**config.mk**
```make
export PLATFORM = sky130hd
export DESIGN_NAME = seg7_scan_decoder
export DESIGN_NICKNAME = d
export VERILOG_FILES = /design/src/rtl/seg7_scan_decoder.sv
export SDC_FILE = /design/constraint.sdc
export NUM_CORES = 1
export LEC_CHECK = 0
export CAP_MARGIN = 30
export CORE_MARGIN = 4
export CORE_UTILIZATION = 56
export DETAILED_ROUTE_END_ITERATION = 12
export GPL_TIMING_DRIVEN = 0
export PLACE_DENSITY = 0.8
export SYNTH_ARGS = -nofsm -noshare
export SYNTH_HDL_FRONTEND = slang
export SYNTH_SLANG_ARGS = --single-unit
export TNS_END_PERCENT = 100
```
**constraint.sdc**
```tcl
create_clock -name CLK -period 2.2 [get_ports CLK]
set_clock_uncertainty 0.05 [all_clocks]
set_input_delay 0.33 -clock CLK [delete_from_list [all_inputs] [get_ports CLK]]
set_output_delay 0.33 -clock CLK [all_outputs]
set_load 0.01 [all_outputs]
```
**src/rtl/seg7_scan_decoder.sv**
```systemverilog
// Receive side of the 2-digit multiplexed 7-segment scan: watches AN/SEG and rebuilds the two
// BCD digits being displayed, flagging anode-protocol violations and non-decimal patterns.
module seg7_scan_decoder #(
    parameter int unsigned SETTLE = 16
) (
    input  logic       CLK,
    input  logic       rst_n,
    input  logic [1:0] AN,
    input  logic [6:0] SEG,
    output logic [7:0] out,
    output logic       valid,
    output logic       upd,
    output logic       err
);

    // state      | meaning
    // ST_IDLE    | no digit driven (AN=11) or illegal AN=00
    // ST_SETTLE  | digit selected, waiting for SETTLE stable cycles
    // ST_CAPTURE | stable long enough; capture from the previous-sample register
    // ST_HOLD    | digit captured, waiting for the next input change
    typedef enum logic [1:0] {
        ST_IDLE,
        ST_SETTLE,
        ST_CAPTURE,
        ST_HOLD
    } state_t;

    localparam logic [15:0] SETTLE_C  = 16'(SETTLE);
    localparam logic [15:0] SETTLE_M1 = 16'(SETTLE - 1);

    logic [1:0]  an_s1_q, an_s2_q, an_p_q;
    logic [6:0]  seg_s1_q, seg_s2_q, seg_p_q;
    logic [15:0] cnt_q, cnt_d;
    state_t      state_q, state_d;
    logic [7:0]  out_q, out_d;
    logic        upd_q, upd_d;
    logic        valid_q, valid_d;
    logic        err_q, err_d;
    logic [1:0]  seen_q, seen_d;

    logic        change;
    logic        capture;
    logic        err_set;
    logic [4:0]  dec;

    // Returns {bad, nibble}; blank is a legal "digit off" and reads as F.
    function automatic logic [4:0] decode(input logic [6:0] seg);
        logic [4:0] r;
        case (seg)
            7'b0000001: r = {1'b0, 4'h0};
            7'b1001111: r = {1'b0, 4'h1};
            7'b0010010: r = {1'b0, 4'h2};
            7'b0000110: r = {1'b0, 4'h3};
            7'b1001100: r = {1'b0, 4'h4};
            7'b0100100: r = {1'b0, 4'h5};
            7'b0100000: r = {1'b0, 4'h6};
            7'b0001111: r = {1'b0, 4'h7};
            7'b0000000: r = {1'b0, 4'h8};
            7'b0001100: r = {1'b0, 4'h9};
            7'b1111111: r = {1'b0, 4'hF};
            default:    r = {1'b1, 4'hE};
        endcase
        return r;
    endfunction

    assign change = {an_s2_q, seg_s2_q} != {an_p_q, seg_p_q};
    assign dec    = decode(seg_p_q);

    always_comb begin
        state_d = state_q;
        err_set = 1'b0;
        capture = 1'b0;
        if (change) begin
            cnt_d = 16'd0;
        end else if (cnt_q != SETTLE_C) begin
            cnt_d = cnt_q + 16'd1;
        end else begin
            cnt_d = cnt_q;
        end

        case (state_q)
            ST_IDLE: begin
                if (an_s2_q == 2'b10 || an_s2_q == 2'b01) begin
                    state_d = ST_SETTLE;
                    cnt_d   = 16'd0;
                end else if (an_s2_q == 2'b00) begin
                    err_set = 1'b1;
                end
            end
            ST_SETTLE: begin
                if (!change && cnt_q == SETTLE_M1) begin
                    state_d = ST_CAPTURE;
                end
            end
            ST_CAPTURE: begin
                capture = 1'b1;
                state_d = ST_HOLD;
            end
            default: begin
                state_d = ST_HOLD;
            end
        endcase

        // Any change outside IDLE restarts the dwell, or drops back to IDLE when no digit is selected.
        if (state_q != ST_IDLE && change) begin
            cnt_d = 16'd0;
            case (an_s2_q)
                2'b10, 2'b01: state_d = ST_SETTLE;
                2'b00: begin
                    state_d = ST_IDLE;
                    err_set = 1'b1;
                end
                default: state_d = ST_IDLE;
            endcase
        end
    end

    always_comb begin
        out_d  = out_q;
        upd_d  = 1'b0;
        seen_d = seen_q;
        err_d  = err_q | err_set;
        if (capture) begin
            upd_d = 1'b1;
            if (dec[4]) begin
                err_d = 1'b1;
            end
            if (an_p_q == 2'b10) begin
                out_d[3:0] = dec[3:0];
                seen_d[0]  = 1'b1;
            end else begin
                out_d[7:4] = dec[3:0];
                seen_d[1]  = 1'b1;
            end
        end
        valid_d = valid_q | (seen_d[0] & seen_d[1]);
    end

    always_ff @(posedge CLK) begin
        if (!rst_n) begin
            an_s1_q  <= 2'b11;
            an_s2_q  <= 2'b11;
            an_p_q   <= 2'b11;
            seg_s1_q <= 7'h7F;
            seg_s2_q <= 7'h7F;
            seg_p_q  <= 7'h7F;
            cnt_q    <= 16'd0;
            state_q  <= ST_IDLE;
            out_q    <= 8'h00;
            upd_q    <= 1'b0;
            valid_q  <= 1'b0;
            err_q    <= 1'b0;
            seen_q   <= 2'b00;
        end else begin
            an_s1_q  <= AN;
            an_s2_q  <= an_s1_q;
            an_p_q   <= an_s2_q;
            seg_s1_q <= SEG;
            seg_s2_q <= seg_s1_q;
            seg_p_q  <= seg_s2_q;
            cnt_q    <= cnt_d;
            state_q  <= state_d;
            out_q    <= out_d;
            upd_q    <= upd_d;
            valid_q  <= valid_d;
            err_q    <= err_d;
            seen_q   <= seen_d;
        end
    end

    assign out   = out_q;
    assign upd   = upd_q;
    assign valid = valid_q;
    assign err   = err_q;

endmodule

```
# Word-level counts from Yosys, hierarchy flattened
# Cells that the tools add are included.
[classes] reduce_logical=13 n_addsub=1 bitwise=5 mux=22 n_eq_ne=20
[op_table] cell="16-bit 2-to-1 mux" n=4
[op_table] cell="5-bit case mux with 11 select lines" n=1
[op_table] cell="7-bit equality test, second input constant" n=3
[op_table] cell="16-bit by 1-bit adder with 16-bit output, second input constant" n=1
[op_table] cell="16-bit by 4-bit equality test with 1-bit output, second input constant" n=1
[op_table] cell="16-bit by 5-bit != test with 1-bit output, second input constant" n=1
[op_table] cell="7-bit by 4-bit equality test with 1-bit output, second input constant" n=2
[op_table] cell="7-bit by 6-bit equality test with 1-bit output, second input constant" n=2
[op_table] cell="1-bit 2-to-1 mux" n=12
[op_table] cell="9-bit != test" n=1
[op_table] cell="2-bit 2-to-1 mux" n=4
[op_table] cell="7-bit by 1-bit equality test with 1-bit output, second input constant" n=1
[op_table] cell="7-bit by 3-bit equality test with 1-bit output, second input constant" n=1
[op_table] cell="7-bit by 5-bit equality test with 1-bit output, second input constant" n=1
[op_table] cell="7-bit zero test" n=1
[op_table] cell="2-bit equality test, second input constant" n=3
[op_table] cell="3-bit != test, second input constant" n=2
[op_table] cell="2-bit AND reduction" n=3
[op_table] cell="2-bit by 1-bit equality test with 1-bit output, second input constant" n=2
[op_table] cell="2-bit zero test" n=2
[op_table] cell="2-bit case mux with 2 select lines" n=1
[op_table] cell="2-bit OR reduction" n=2
[op_table] cell="1-bit logical AND" n=2
[op_table] cell="1-bit NOT" n=2
[op_table] cell="other kinds (5)" n=6
[totals] ff_bits=58 wordCells=75

# Logic depth before layout (Yosys ltp)
# Gate-level depths: netlist of the first run.
[logic_depth] depth_word=9 mapped_depth=7 mapped_depth_nobuf=6

# Worst setup path before layout of the first run
# Ideal clock, no wire load.
[synth_path] path_kind="register to register" startpoint="register seg_p_q[3]" endpoint="register out_q[1] (netlist: out[1])" setup_slack_ns=0.470 synth_period_minus_slack_ns=1.730 t_arrival_ns=1.550 t_required_ns=2.020 path_buffers=1 setup_ns=0.130 path_stages_with_launch=7 path_cell_list="dfxtp_1 -> buf_6 -> or3_4 -> a2111oi_4 -> a211oi_2 -> a211oi_2 -> a21oi_1"
[synth_via] elab_chain_len=2 elab_cells_between_ends=12 cone_classes="10 x eq/ne; 1 x mux; 1 x reduce/logical"
[synth_rtl] element="start: declaration" line="32" text="logic [6:0] seg_s1_q, seg_s2_q, seg_p_q;"
[synth_rtl] element="start signal: assignment" line="160" text="seg_p_q <= seg_s2_q;"
[synth_rtl] element="7-bit equality test (tied with other cells)" line="49" text="case (seg)"
[synth_rtl] element="5-bit case mux with 11 select lines (*)" line="49"
[synth_rtl] element="end signal: assignment" line="163" text="out_q <= out_d;"
[synth_rtl] element="end: declaration" line="35" text="logic [7:0] out_q, out_d;"
# Mark *: on every way between the ends. The rest lies on a longest branch, timed or not.
# A chain may end at the register's enable or synchronous reset.

# Worst setup path after layout of the first run
# Ends and elaborated chain as after synthesis.

==> results of run 1 <==
==> state kept, by name, indices dropped and copies added (netlist names) <==
signal,count
an_s1_q,2
upd,1
an_p_q,2
seg_s2_q,7
seg_p_q,7
seen_q,2
err,1
cnt_q,16
seg_s1_q,7
out,8
valid,1
state_q,2
an_s2_q,2
==> cells in the mapped netlist (all sizes together), types with 2 or more instances <==
| master | count | area (sq um) |
|---|---|---|
| o21ai | 7 | 35.0 |
| or4 | 2 | 15.0 |
| buf | 9 | 83.8 |
| o31ai | 2 | 15.0 |
| a31oi | 2 | 12.5 |
| dfxtp | 58 | 1160 |
| mux2 | 2 | 22.5 |
| and4 | 3 | 26.3 |
| ha | 4 | 50.1 |
| nor3 | 5 | 25.0 |
| nand4 | 5 | 31.3 |
| nand3 | 11 | 60.1 |
| nor2 | 24 | 97.6 |
| nor2b | 3 | 18.8 |
| mux2i | 3 | 30.0 |
| nand2b | 28 | 175 |
| clkbuf | 4 | 15.0 |
| nand3b | 2 | 15.0 |
| xor2 | 12 | 105 |
| or3 | 2 | 17.5 |
| a21oi | 8 | 40.0 |
| o22ai | 2 | 12.5 |
| and3 | 2 | 12.5 |
| o21a | 3 | 23.8 |
| nand2 | 18 | 67.6 |
| nor4 | 5 | 52.6 |
| a211oi | 2 | 25.0 |
| xnor2 | 12 | 105 |
| inv | 5 | 18.8 |
==> path summary, 6_finish.rpt <==
kind	startpoint	endpoint	slack, ns	cells past startpoint
setup / recovery	seg_p_q[3]	out[1]	0.31	6
setup reg to reg	seg_p_q[3]	out[1]	0.31	6
hold / removal	rst_n	seg_s1_q[6]	0.30	2
hold reg to reg	seg_s1_q[5]	seg_s2_q[5]	0.35	1
==> layout make-up <==
class	instances	area [sq um]	share of cell area, %
clock inverters	6	88.8	2.98
clock buffers	10	138	4.62
well taps	50	62.6	2.10
plain buffers	13	98.8	3.32
inverters	5	18.8	0.630
multi-input cells	180	1210	40.7
repair buffers	20	200	6.72
flip-flops and latches	58	1160	39.0
==> cells in the final DEF (no fill, tap or decap), types with 3 or more instances in the layout <==
master	Yosys	routed
clkdlybuf4s50_1	0	20
a21oi_1	8	8
nand4_1	5	5
o21ai_0	7	7
buf_4	3	3
nor4_1	3	3
clkbuf_1	4	4
nand2_1	18	18
buf_6	5	5
clkbuf_8	0	10
nand2b_1	28	28
mux2i_1	3	3
xnor2_1	12	12
xor2_1	12	12
dfxtp_1	58	58
and4_1	3	3
nor2_2	3	3
inv_1	5	5
nor2_1	21	21
nand3_1	10	10
ha_1	4	4
nor2b_1	3	3
nor3_1	5	5
==> cells by family (layout without fill, tap and decap cells) <==
logic type      count (synthesis)  in the layout  synth area share, %
fa+ha+maj                       4              4                 2.01
xor+xnor                       24             24                 8.44
mux                             5              5                 2.11
simple gates                  114            114                 26.1
compound gates                 33             33                 10.0
flops                          58             58                 46.6
buf+inv                        18             54                 4.72
==> through the flow <==
stage	cell area (sq um)	power, uW	hold WS, ns	std cells
floorplan	2490	1210	0.336	256
global placement	2750	1240	0.339	326
detailed placement	2750	1240	0.341	326
CTS	2980	2330	0.302	342
global route	2980	2400	0.343	342
finish	2980	2310	0.303	342
==> per-layer routing <==
| metal | share of wire [%] | vias to the layer above | global-route usage (%) |
|---|---|---|---|
| met3 | 5.4 | 12 | 5.74 |
| met2 | 44 | 54 | 26.6 |
| met1 | 49 | 827 | 23.4 |
| li1 | - | 937 | - |
| met5 | 0 | - | 0 |
| met4 | 2.4 | 0 | 9.88 |
==> critical path, cell delays in order, from the launching register on <==
cell and delay (ns):
dfxtp_1 0.31, buf_6 0.14, or3_4 0.40, a2111oi_4 0.36, a211oi_2 0.12, a211oi_2 0.28
a21oi_1 0.10
==> power by group through the flow <==
stage | sequential (uW) | clock [uW] | combinational [uW]
floorplan | 1110 | 0 | 100
global placement | 1110 | 0 | 132
detailed placement | 1110 | 0 | 136
CTS | 1080 | 1110 | 137
global route | 1090 | 1160 | 152
finish | 1080 | 1090 | 136
==> flow_metrics.py, run 1 <==
metrics = {
    "clock_tree": {
        "cts-root-buf": "clkbuf_8",
        "clkTransAtPathRegs_ns": 0.07,
        "cts_tree": "done",
        "clock_latency_ns": 0.33,
        "cts_num_sinks": 58,
        "hold_buffers": 0,
        "cts_max_level": 3,
        "cts_buffers": 9,
        "clock_path_buffers": 2,
        "post-cts-setup-buffers": 0,
        "ctsResizeCount": 0,
    },
    "global_routing": {
        "grt_usage_pct": 18.0,
        "grt_remaining_overflow": 0,
        "grt_max_degree": 12,
        "grt_pass1_wl_mm": 7.61,
        "grt_pass1_vias": 1706,
        "antenna_found_initial": 0,
    },
    "synthesis": {
        "synth_area_per_cell_sq_um": 9.73,
        "async_reset_ff_share_pct": 0,
        "synth_flop_cell": "dfxtp_1",
        "syn_inst": 256,
        "syn-cell-area_sq_um": 2490,
        "yosysUniqueCellTypes": 48,
        "ys_seq_area_share_pct": 46.6,
        "ys_warn_count": 0,
        "syn-num-nets": 271,
        "synth_edf_count": 0,
        "synth-seq-cells": 58,
    },
    "status": {
        "status": "complete, no violations",
    },
    "power_and_ir_drop": {
        "p_sw_uw": 503,
        "pwr-share-comb_pct": 5.9,
        "p_int_uw": 1810,
        "power_frac_seq_pct": 46.9,
        "vdd_drop_max_mv": 0.715,
        "pwr-share-clk_pct": 47.2,
        "switching_share_pct": 21.8,
        "p_leak_uw": 0.00113,
        "p_per_area_nw_per_um2": 775,
    },
    "worst_setup_path": {
        "critPathMaxFanout": 10,
        "end_kind": "flip-flop",
        "critPathLaunchType": "flip-flop",
        "path_class": "reg -> reg",
        "arrival_ns": 2.04,
        "cp.required_ns": 2.35,
    },
    "timing": {
        "slew_headroom_pct": 58.1,
        "tightest_slew_ns": 0.623,
        "finalSetupViolations": 0,
        "finalHoldViolations": 0,
        "fmax_mhz": 529,
        "setup-tns-final_ns": 0,
        "min_period_over_period_pct": 85.9,
        "slew_viol_final": 0,
        "worst_slack_ns": 0.309,
        "rsz0062_at_grt": "no",
        "period_needed_ns": 1.89,
    },
    "floorplanning": {
        "fp.dieW_microns": 74.7,
        "boundaryPins": 22,
        "die_h_microns": 74.7,
        "core-area_sq_um": 4140,
        "die_area_sq_um": 5580,
        "initial_core_util_pct": 60.1,
        "rows": 23,
    },
    "run": {
        "max_cap_viol_count": 0,
    },
    "routing": {
        "vias": 1830,
        "drtIter0Drc": 89,
        "vias_per_cell": 5.35,
        "wl_mm": 4.26,
        "ant_nets": 0,
        "drcViolationCount": 0,
        "drt-wirelength-per-cell_microns": 12.4,
        "drtPass1Iterations": 4,
    },
    "finish": {
        "final_nets": 302,
        "final_core_util_pct": 71.9,
        "antenna_cells": 0,
        "drive_gt1_share_pct": 13.7,
        "fillers": 311,
        "syn2layout_area_growth_pct": 19.6,
    },
    "placed_design": {
        "place_ws_ns": 0.322,
        "gp_congestion": 0.862,
        "hpwl_mm": 2.98,
        "io_buffers": 20,
    },
    "worst_hold_path": {
        "hold_path_class": "in -> reg",
    },
}
(Power assumes the default switching activity.)
==> run 2: changes to the inputs <==
GPL_ROUTABILITY_DRIVEN = 0   (was default)
==> results of run 2 <==
No change in the layout: final DEF, timing and power equal those of run 1.
